**src/rtl/follower_amp_pkg.sv**
```systemverilog
// -----------------------------------------------------------------------------
// follower_amp_pkg
// Shared types and helpers for the follower_amp time-multiplexing scheduler.
//   fas_state_t : scheduler FSM states (IDLE, SETTLE, ACTIVE, GAP)
//   cnt_width() : width of the settle/gap/hold counters, sized so the largest
//                 of the three cycle parameters fits
// -----------------------------------------------------------------------------
package follower_amp_pkg;

  typedef enum logic [1:0] {
    IDLE   = 2'd0,
    SETTLE = 2'd1,
    ACTIVE = 2'd2,
    GAP    = 2'd3
  } fas_state_t;

  function automatic int cnt_width(input int settle_cycles,
                                   input int gap_cycles,
                                   input int max_hold);
    int m;
    m = settle_cycles;
    if (gap_cycles > m) m = gap_cycles;
    if (max_hold > m) m = max_hold;
    return $clog2(m + 1);
  endfunction

endpackage

```
**src/rtl/follower_amp_sched_rr_arbiter.sv**
```systemverilog
// -----------------------------------------------------------------------------
// rr_arbiter
// Combinational round-robin pick: the first set request at or after the
// pointer, wrapping at NUM_REQ.
//   req        in  [NUM_REQ-1:0] : request vector
//   ptr        in  [IDX_W-1:0]   : highest-priority index this round
//   winner     out [NUM_REQ-1:0] : one-hot winner, zero when no request
//   winner_idx out [IDX_W-1:0]   : index of the winner (0 when none)
// -----------------------------------------------------------------------------
module rr_arbiter #(
  parameter  int NUM_REQ = 4,
  localparam int IDX_W   = $clog2(NUM_REQ)
) (
  input  logic [NUM_REQ-1:0] req,
  input  logic [IDX_W-1:0]   ptr,
  output logic [NUM_REQ-1:0] winner,
  output logic [IDX_W-1:0]   winner_idx
);

  logic           found;
  logic [IDX_W:0] cand;   // one extra bit so ptr+i cannot overflow before wrap

  // NOTE: every variable written here gets a default first, otherwise the
  // paths that skip an assignment would infer a latch.
  always_comb begin
    winner     = '0;
    winner_idx = '0;
    found      = 1'b0;
    cand       = '0;
    for (int i = 0; i < NUM_REQ; i++) begin
      cand = {1'b0, ptr} + (IDX_W + 1)'(i);
      if (cand >= (IDX_W + 1)'(NUM_REQ)) cand = cand - (IDX_W + 1)'(NUM_REQ);
      if (!found && req[cand[IDX_W-1:0]]) begin
        found                     = 1'b1;
        winner_idx                = cand[IDX_W-1:0];
        winner[cand[IDX_W-1:0]]   = 1'b1;
      end
    end
  end

endmodule

```
**src/rtl/follower_amp_sched.sv**
```systemverilog
// -----------------------------------------------------------------------------
// follower_amp_sched
// Time-multiplexes the shared follower_amp buffer between NUM_REQ requesters.
// Round-robin arbitration, one-hot analog mux select, break-before-make gap,
// settling delay before rdy, optional maximum hold time with timeout pulse.
//   clk      in  : clock, all state on rising edge
//   rst      in  : asynchronous active-high reset
//   en       in  : global enable; low releases the owner and blocks grants
//   req      in  [NUM_REQ-1:0] : level requests, held until done
//   gnt      out [NUM_REQ-1:0] : one-hot current owner
//   mux_sel  out [NUM_REQ-1:0] : analog mux select, identical to gnt
//   amp_ena  out : amplifier enable
//   rdy      out : amplifier output settled for the current owner
//   timeout  out : one-cycle pulse when MAX_HOLD forces a release
//   busy     out : high whenever the FSM is not IDLE
// All outputs are registered.
// -----------------------------------------------------------------------------
module follower_amp_sched
  import follower_amp_pkg::*;
#(
  parameter int NUM_REQ       = 4,
  parameter int SETTLE_CYCLES = 16,
  parameter int GAP_CYCLES    = 2,
  parameter int MAX_HOLD      = 0
) (
  input  logic               clk,
  input  logic               rst,
  input  logic               en,
  input  logic [NUM_REQ-1:0] req,
  output logic [NUM_REQ-1:0] gnt,
  output logic [NUM_REQ-1:0] mux_sel,
  output logic               amp_ena,
  output logic               rdy,
  output logic               timeout,
  output logic               busy
);

  localparam int IDX_W     = $clog2(NUM_REQ);
  localparam int CNT_W     = cnt_width(SETTLE_CYCLES, GAP_CYCLES, MAX_HOLD);
  localparam int HOLD_LAST = (MAX_HOLD > 0) ? MAX_HOLD - 1 : 0;

  fas_state_t         state_q, state_d;
  logic [CNT_W-1:0]   cnt_q, cnt_d;      // settle / gap down-counter
  logic [CNT_W-1:0]   hold_q, hold_d;    // cycles spent in ACTIVE
  logic [IDX_W-1:0]   ptr_q, ptr_d;      // round-robin pointer
  logic [IDX_W-1:0]   owner_q, owner_d;
  logic [NUM_REQ-1:0] gnt_q, gnt_d;
  logic               amp_ena_q, amp_ena_d;
  logic               rdy_q, rdy_d;
  logic               timeout_q, timeout_d;
  logic               busy_q, busy_d;

  logic [NUM_REQ-1:0] win_onehot;
  logic [IDX_W-1:0]   win_idx;
  logic               release_req;   // owner dropped its request or en fell
  logic               hold_expired;
  logic               enter_gap;

  rr_arbiter #(.NUM_REQ(NUM_REQ)) u_arb (
    .req        (req),
    .ptr        (ptr_q),
    .winner     (win_onehot),
    .winner_idx (win_idx)
  );

  assign release_req  = !en || !req[owner_q];
  assign hold_expired = (MAX_HOLD != 0) && (hold_q == CNT_W'(HOLD_LAST));

  // ---------------------------------------------------------------------------
  // State register and output/datapath flops
  // ---------------------------------------------------------------------------
  // NOTE: sequential state uses non-blocking assignments so every flop samples
  // the pre-edge values regardless of statement order.
  always_ff @(posedge clk or posedge rst) begin
    if (rst) begin
      state_q   <= IDLE;
      cnt_q     <= '0;
      hold_q    <= '0;
      ptr_q     <= '0;
      owner_q   <= '0;
      gnt_q     <= '0;
      amp_ena_q <= 1'b0;
      rdy_q     <= 1'b0;
      timeout_q <= 1'b0;
      busy_q    <= 1'b0;
    end else begin
      state_q   <= state_d;
      cnt_q     <= cnt_d;
      hold_q    <= hold_d;
      ptr_q     <= ptr_d;
      owner_q   <= owner_d;
      gnt_q     <= gnt_d;
      amp_ena_q <= amp_ena_d;
      rdy_q     <= rdy_d;
      timeout_q <= timeout_d;
      busy_q    <= busy_d;
    end
  end

  // ---------------------------------------------------------------------------
  // Next-state logic
  // ---------------------------------------------------------------------------
  always_comb begin
    state_d = state_q;
    case (state_q)
      IDLE:    if (en && (|req)) state_d = SETTLE;
      SETTLE:  if (release_req) state_d = GAP;
               else if (cnt_q == '0) state_d = ACTIVE;
      // A voluntary release takes priority over a simultaneous hold expiry,
      // so no timeout is reported when the owner was leaving anyway.
      ACTIVE:  if (release_req || hold_expired) state_d = GAP;
      GAP:     if (cnt_q == '0) state_d = IDLE;
      default: state_d = IDLE;
    endcase
  end

  // ---------------------------------------------------------------------------
  // Output / datapath next values (registered above)
  // ---------------------------------------------------------------------------
  assign enter_gap = (state_q == SETTLE || state_q == ACTIVE) && (state_d == GAP);

  always_comb begin
    cnt_d     = cnt_q;
    hold_d    = hold_q;
    ptr_d     = ptr_q;
    owner_d   = owner_q;
    gnt_d     = gnt_q;
    amp_ena_d = amp_ena_q;
    rdy_d     = rdy_q;
    timeout_d = 1'b0;
    busy_d    = (state_d != IDLE);

    case (state_q)
      IDLE: begin
        if (state_d == SETTLE) begin
          gnt_d     = win_onehot;
          owner_d   = win_idx;
          amp_ena_d = 1'b1;
          cnt_d     = CNT_W'(SETTLE_CYCLES - 1);
        end
      end
      SETTLE: begin
        if (state_d == ACTIVE) begin
          rdy_d  = 1'b1;
          hold_d = '0;
        end else if (state_d == SETTLE) begin
          cnt_d = cnt_q - CNT_W'(1);
        end
      end
      ACTIVE: begin
        if (state_d == ACTIVE) hold_d = hold_q + CNT_W'(1);
      end
      GAP: begin
        if (state_d == GAP) cnt_d = cnt_q - CNT_W'(1);
      end
      default: ;
    endcase

    // Break-before-make: mux opens and amp turns off together on GAP entry;
    // the pointer moves past the owner that just left.
    if (enter_gap) begin
      gnt_d     = '0;
      amp_ena_d = 1'b0;
      rdy_d     = 1'b0;
      cnt_d     = CNT_W'(GAP_CYCLES - 1);
      ptr_d     = (owner_q == IDX_W'(NUM_REQ - 1)) ? '0 : owner_q + IDX_W'(1);
      timeout_d = (state_q == ACTIVE) && !release_req;
    end
  end

  assign gnt     = gnt_q;
  assign mux_sel = gnt_q;
  assign amp_ena = amp_ena_q;
  assign rdy     = rdy_q;
  assign timeout = timeout_q;
  assign busy    = busy_q;

endmodule

```
**config.mk**
```make
export PLATFORM = sky130hd
export DESIGN_NAME = follower_amp_sched
export DESIGN_NICKNAME = d
export VERILOG_FILES = /design/src/rtl/follower_amp_pkg.sv /design/src/rtl/follower_amp_sched_rr_arbiter.sv /design/src/rtl/follower_amp_sched.sv
export SDC_FILE = /design/constraint.sdc
export NUM_CORES = 1
export LEC_CHECK = 0
export BUFFER_PORTS_ARGS = -buffer_cell sky130_fd_sc_hd__buf_2
export CORE_ASPECT_RATIO = 1.4
export CORE_MARGIN = 2
export CORE_UTILIZATION = 55
export CTS_BUF_LIST = sky130_fd_sc_hd__clkbuf_8
export CTS_CLUSTER_DIAMETER = 200
export DETAILED_ROUTE_END_ITERATION = 8
export GPL_ROUTABILITY_DRIVEN = 0
export PLACE_DENSITY_LB_ADDON = 0.2
export SKIP_LAST_GASP = 1
export SLEW_MARGIN = 0
export SYNTH_ARGS = -nofsm -noshare
export SYNTH_HDL_FRONTEND = slang
export SYNTH_SLANG_ARGS = --single-unit
```
**constraint.sdc**
```tcl
create_clock -name clk -period 3.3 [get_ports clk]
set_input_delay 0.495 -clock clk [delete_from_list [all_inputs] [get_ports clk]]
set_output_delay 0.495 -clock clk [all_outputs]
set_load 0.01 [all_outputs]
```
## Word-level counts from Yosys, hierarchy flattened

Cells that the tools add are included.

- Logic and storage cells: 132
- Bits in registers: 19
- Bits of input ports: 7
- Output and inout bits: 12

- $add $sub $neg: 9
- Multiplexer cells: 56
- Reductions and logical operators: 31
- Bitwise operators: 3
- Magnitude comparators: 13
- Equal/unequal tests: 11

Operators with widths:

| kind | count |
|---|---|
| 2-to-1 mux 2 bit | 14 |
| 2-to-1 mux 4 bit | 7 |
| 2-to-1 mux 5 bit | 5 |
| 2-to-1 mux 1 bit | 19 |
| less-than comparator 2 x 3 -> 1 bit (second input constant) | 5 |
| case mux 5 bit (3 select lines) | 1 |
| OR 4 bit | 3 |
| binary-select mux 1 bit (select 2 bit) | 5 |
| == test 2 bit (second input constant) | 5 |
| logical AND 1 bit | 10 |
| nonzero test 2 bit | 5 |
| greater-or-equal comparator 3 bit (second input constant) | 3 |
| inequality test 3 bit (second input constant) | 3 |
| demux 1 bit (select 2 bit) | 4 |
| greater-or-equal comparator 2 x 1 -> 1 bit (second input constant) | 4 |
| case mux 2 bit (4 select lines) | 1 |
| subtractor 2 x 1 -> 2 bit (second input constant) | 4 |
| adder 2 x 2 -> 3 bit (second input constant) | 2 |
| zero test 1 bit | 6 |
| AND reduction 2 bit | 3 |
| zero test 5 bit | 1 |
| AND reduction 5 bit | 1 |
| subtractor 5 x 1 -> 5 bit (second input constant) | 1 |
| == test 2 x 1 -> 1 bit (second input constant) | 2 |
| 8 further kinds | 9 |

## Logic depth before layout (Yosys ltp)

- Word-level depth: 17
- Gate-level depth with buffers: 11
- Mapped depth without buffers: 9

## Modules after synthesis

From an unflattened synthesis, not the netlist that was laid out.

- Cells, all modules: 170
- Area, all modules: 1710.4 µm²

By module, submodules not included:

| module | seq. area each (µm²) | cells each | instances | area each (µm²) |
|---|---|---|---|---|
| follower_amp_sched | 475.5 | 122 | 1 | 1271.2 |
| rr_arbiter | 0.0 | 48 | 1 | 439.2 |

## Least setup slack after synthesis

Ideal clock, no wire load.

- Path type: register to register
- Start point: register ptr_q[0]
- End point: register gnt_q[2] (netlist: gnt[2])
- Required time: 3.171 ns
- Setup time: 0.129 ns
- Arrival time: 2.446 ns
- Stages on the path, launching flop included: 9
- Path buffers: 1
- Slack: 0.725 ns
- Period minus slack after synthesis: 2.575 ns
- Cells stage by stage: dfrtp_1 -> clkbuf_1 -> inv_1 -> ha_1 -> mux4_2 -> nor2b_1 -> a222oi_1 -> a21boi_0 -> o22ai_1

- Cells in the longest elaborated chain, start to end: 17
- Elaborated cells on any way between the ends: 62
- Those cells by class: add/sub (7); order compare (12); mux (30); bitwise (3); reduce/logical (10)

Ends and longest elaborated chain:

| item | RTL line | source |
|---|---|---|
| start, declared | follower_amp_sched.sv:45 | `logic [IDX_W-1:0] ptr_q, ptr_d;` |
| start signal, assigned | follower_amp_sched.sv:90 | `ptr_q <= ptr_d;` |
| parallel branches: the longest is 13 deep, another holds adder 2 x 1 -> 3 bit | - |  |
| 2-to-1 mux 4 bit * | follower_amp_sched_rr_arbiter.sv:33 | `if (!found && req[cand[IDX_W-1:0]]) begin` |
| 2-to-1 mux 4 bit * | follower_amp_sched.sv:135 | `if (state_d == SETTLE) begin` |
| 2-to-1 mux 4 bit * | follower_amp_sched.sv:133 | `case (state_q)` |
| 2-to-1 mux 4 bit * | follower_amp_sched.sv:161 | `if (enter_gap) begin` |
| end signal, assigned | follower_amp_sched.sv:92 | `gnt_q <= gnt_d;` |
| end, declared | follower_amp_sched.sv:47 | `logic [NUM_REQ-1:0] gnt_q, gnt_d;` |

Mark *: on every way between the ends. The select of a mux whose other input is x is not followed.
A chain may end at the register's enable or synchronous reset.

## Worst setup path in the final report

- Start point: register ptr_q[0]
- End point: register gnt_q[1] (netlist: gnt[1])

Same word-level chain as after synthesis.

==> metrics.md <==
| Metric | Value |
|---|---|
| Status | `completed` |
| Unrepaired setup endpoints after global routing | `no` |
| Total power | `1.82 mW` |
| Die H | `66.6 µm` |
| Initial drt markers | `42` |
| Grt ovf | `0` |
| Largest cells by area after synthesis | `dfrtp_1 31%, ha_1 11%, mux4_2 4.4%` |
| WL/cell | `14.8 µm` |
| Total track usage | `21.2%` |
| DRT Wirelength | `3100 µm` |
| Cts bufs inserted | `3` |
| Post-synthesis register bit count | `19` |
| Final Cell Area | `0.00163 mm²` |
| Post-synth ARST share | `100%` |
| Worst-Skew Late Latency | `250 ps` |
| Synth Instances | `165` |
| Relative slew slack | `38.9%` |
| Netlist area before placement | `0.00154 mm²` |
| Max-slew violations | `0` |
| Root buffer cell | `clkbuf_8` |
| Top cell type's share of synthesized area | `30.9%` |
| Core ar. | `0.00264 mm²` |
| Post-CTS Setup Bufs | `0` |
| ANT nets after route | `0` |
| Worst slew pin tran | `912 ps` |
| Hold buffers post-CTS | `0` |
| Startpoint Class | `register` |
| Max capacitance violation total | `0` |
| # port buffers | `18` |
| Post-CTS resize count | `0` |
| WHS | `358 ps` |
| Arr. time, crit path | `2880 ps` |
| Worst-path clk slew | `70 ps` |
| Worst-path maximum fanout | `12` |
| H-tree Lvls | `1` |
| Setup-failing EPs final | `0` |
| Syn_area_per_cell | `9.33 µm²` |
| Leak | `0.782 nW` |
| Final Hold Vio Count | `0` |
| Final Cycle Share | `84.7%` |
| Sequential fraction of the synthesis area | `30.9%` |
| # clock sinks | `19` |
| Yosys warning count | `0` |
| Area delta synth->final | `5.93%` |
| Placed cell areas | `0.00159 mm²` |
| Max Freq | `358 MHz` |
| Initial antenna violation count | `0` |
| Post-synth EDFFs | `0` |
| Crit Path Class | `register to register` |
| Aggregate negative setup slack | `0 ps` |
| HP Class | `primary input to asynchronous set/reset pin` |
| First-pass GRT wire length | `5480 µm` |
| Post-DP HPWL | `2360 µm` |
| Vias in the first global route | `1268` |
| Fin crit period | `2800 ps` |
| Die footprint | `0.00324 mm²` |
| Crit end category | `register` |
| PD cells | `1110 mW/mm²` |
| Max Clock Skew | `2.60 ps` |
| Final core utilization | `61.7%` |
| Routed vias | `1282` |
| Starting density of the core | `58.2%` |
| Drt pass-1 iters | `5` |
| Routed vias/inst | `6.13` |
| Post-synth top area cell | `dfrtp_1` |
| Post-synth cell types | `46` |
| Layout cells sized above 1 | `18.5%` |
| Diodes inserted | `0` |
| Net Count, Synth | `185` |
| CTS tree | `built` |
| # DRC | `0` |
| Largest net degree at the start of global routing | `20` |
| Die Wd | `48.7 µm` |
| Synth Flop Type | `dfrtp_1` |
| Fin nets | `194` |
| Std cell rows | `22` |
| # IOs | `19` |
| Req. time, crit path | `3390 ps` |
| Peak VDD IR | `0.531 mV` |
| CTS max path bufs | `2` |
==> critical path: stages (launching register included) <==
cell      delay [ps]
dfrtp_1          600
inv_1            230
ha_1             430
mux4_2           540
nor2b_1          200
a222oi_1         260
a21boi_0         260
o22ai_1          110
==> worst paths after layout <==
| path | from | to | slack (ps) | depth (start not counted) |
|---|---|---|---|---|
| min | rst | gnt[1] | 360 | 2 |
| min reg2reg | amp_ena | amp_ena | 520 | 2 |
| max | ptr_q[0] | gnt[1] | 500 | 7 |
| max in group asynchronous | rst | cnt_q[4] | 2490 | 2 |
| max reg2reg | ptr_q[0] | gnt[1] | 500 | 7 |
| min in group clk | amp_ena | amp_ena | 520 | 2 |
==> metal layers <==
metal	global-route usage [%]	vias up	wire (µm)
met2	43.3	23	1740
met4	8.57	0	48
met3	1.35	6	48
met1	22.2	632	1260
met5	0	-	0
li1	-	621	-
==> cell usage after synthesis, types with 3 or more instances <==
master / instances
mux4_2: 3
nor3_1: 4
o21ai_0: 8
a21boi_0: 4
a221o_1: 3
buf_4: 4
clkbuf_1: 3
o22ai_1: 8
dfrtp_1: 19
o21ai_1: 3
buf_2: 5
a21oi_1: 6
inv_1: 12
ha_1: 13
nand2_1: 16
or3_1: 4
a222oi_1: 4
nor2_1: 8
==> state kept, by name (all words and copies together) (netlist names) <==
name     flops
amp_ena      1
busy         1
cnt_q        5
gnt          4
owner_q      2
ptr_q        2
rdy          1
state_q      2
timeout      1
==> cell usage in the layout (no fill, tap or decap), types with 3 or more instances in the layout <==
master / Yosys / routed
o21ai_0: 8 / 8
nor2_1: 8 / 8
dfrtp_1: 19 / 19
a222oi_1: 4 / 4
nand2_1: 16 / 16
a221o_1: 3 / 3
inv_1: 12 / 13
a21oi_1: 6 / 6
nor3_1: 4 / 4
ha_1: 13 / 13
clkbuf_8: 0 / 3
o22ai_1: 8 / 8
buf_2: 5 / 18
mux4_2: 3 / 3
a21boi_0: 4 / 4
or3_1: 4 / 4
o21ai_1: 3 / 3
==> power by group <==
group	total [mW]	switching, mW	internal, mW
Clock	0.154	0.0718	0.0825
Combinational	1.21	0.691	0.522
Sequential	0.448	0.113	0.335
Total	1.82	0.875	0.940
==> through the flow <==
stage / setup slack (ps) / instances
6_report: 504 / 209
5_1_grt: 299 / 209
4_1_cts: 531 / 209
3_5_place_dp: 576 / 205
3_3_place_gp: 641 / 205
2_1_floorplan: 725 / 165
==> area by class of cell <==
type / instances / area, µm²
clock buffers: 3 / 41.3
clock inverters: 1 / 3.75
fillers: 254 / 1010
inverters: 13 / 48.8
multi-input cells: 119 / 926
flip-flops and latches: 19 / 475
well taps: 36 / 45.0
repair buffers: 18 / 90.1
==> logic make-up (layout without fill, tap and decap cells) <==
group / Yosys count / after routing / share of synthesized area, %
fa+ha+maj: 13 / 13 / 10.6
buf+inv: 27 / 35 / 8.94
flops: 19 / 19 / 30.9
mux: 6 / 6 / 6.42
simple gates: 48 / 48 / 16.7
compound gates: 52 / 52 / 26.4
(Power assumes the default switching activity.)
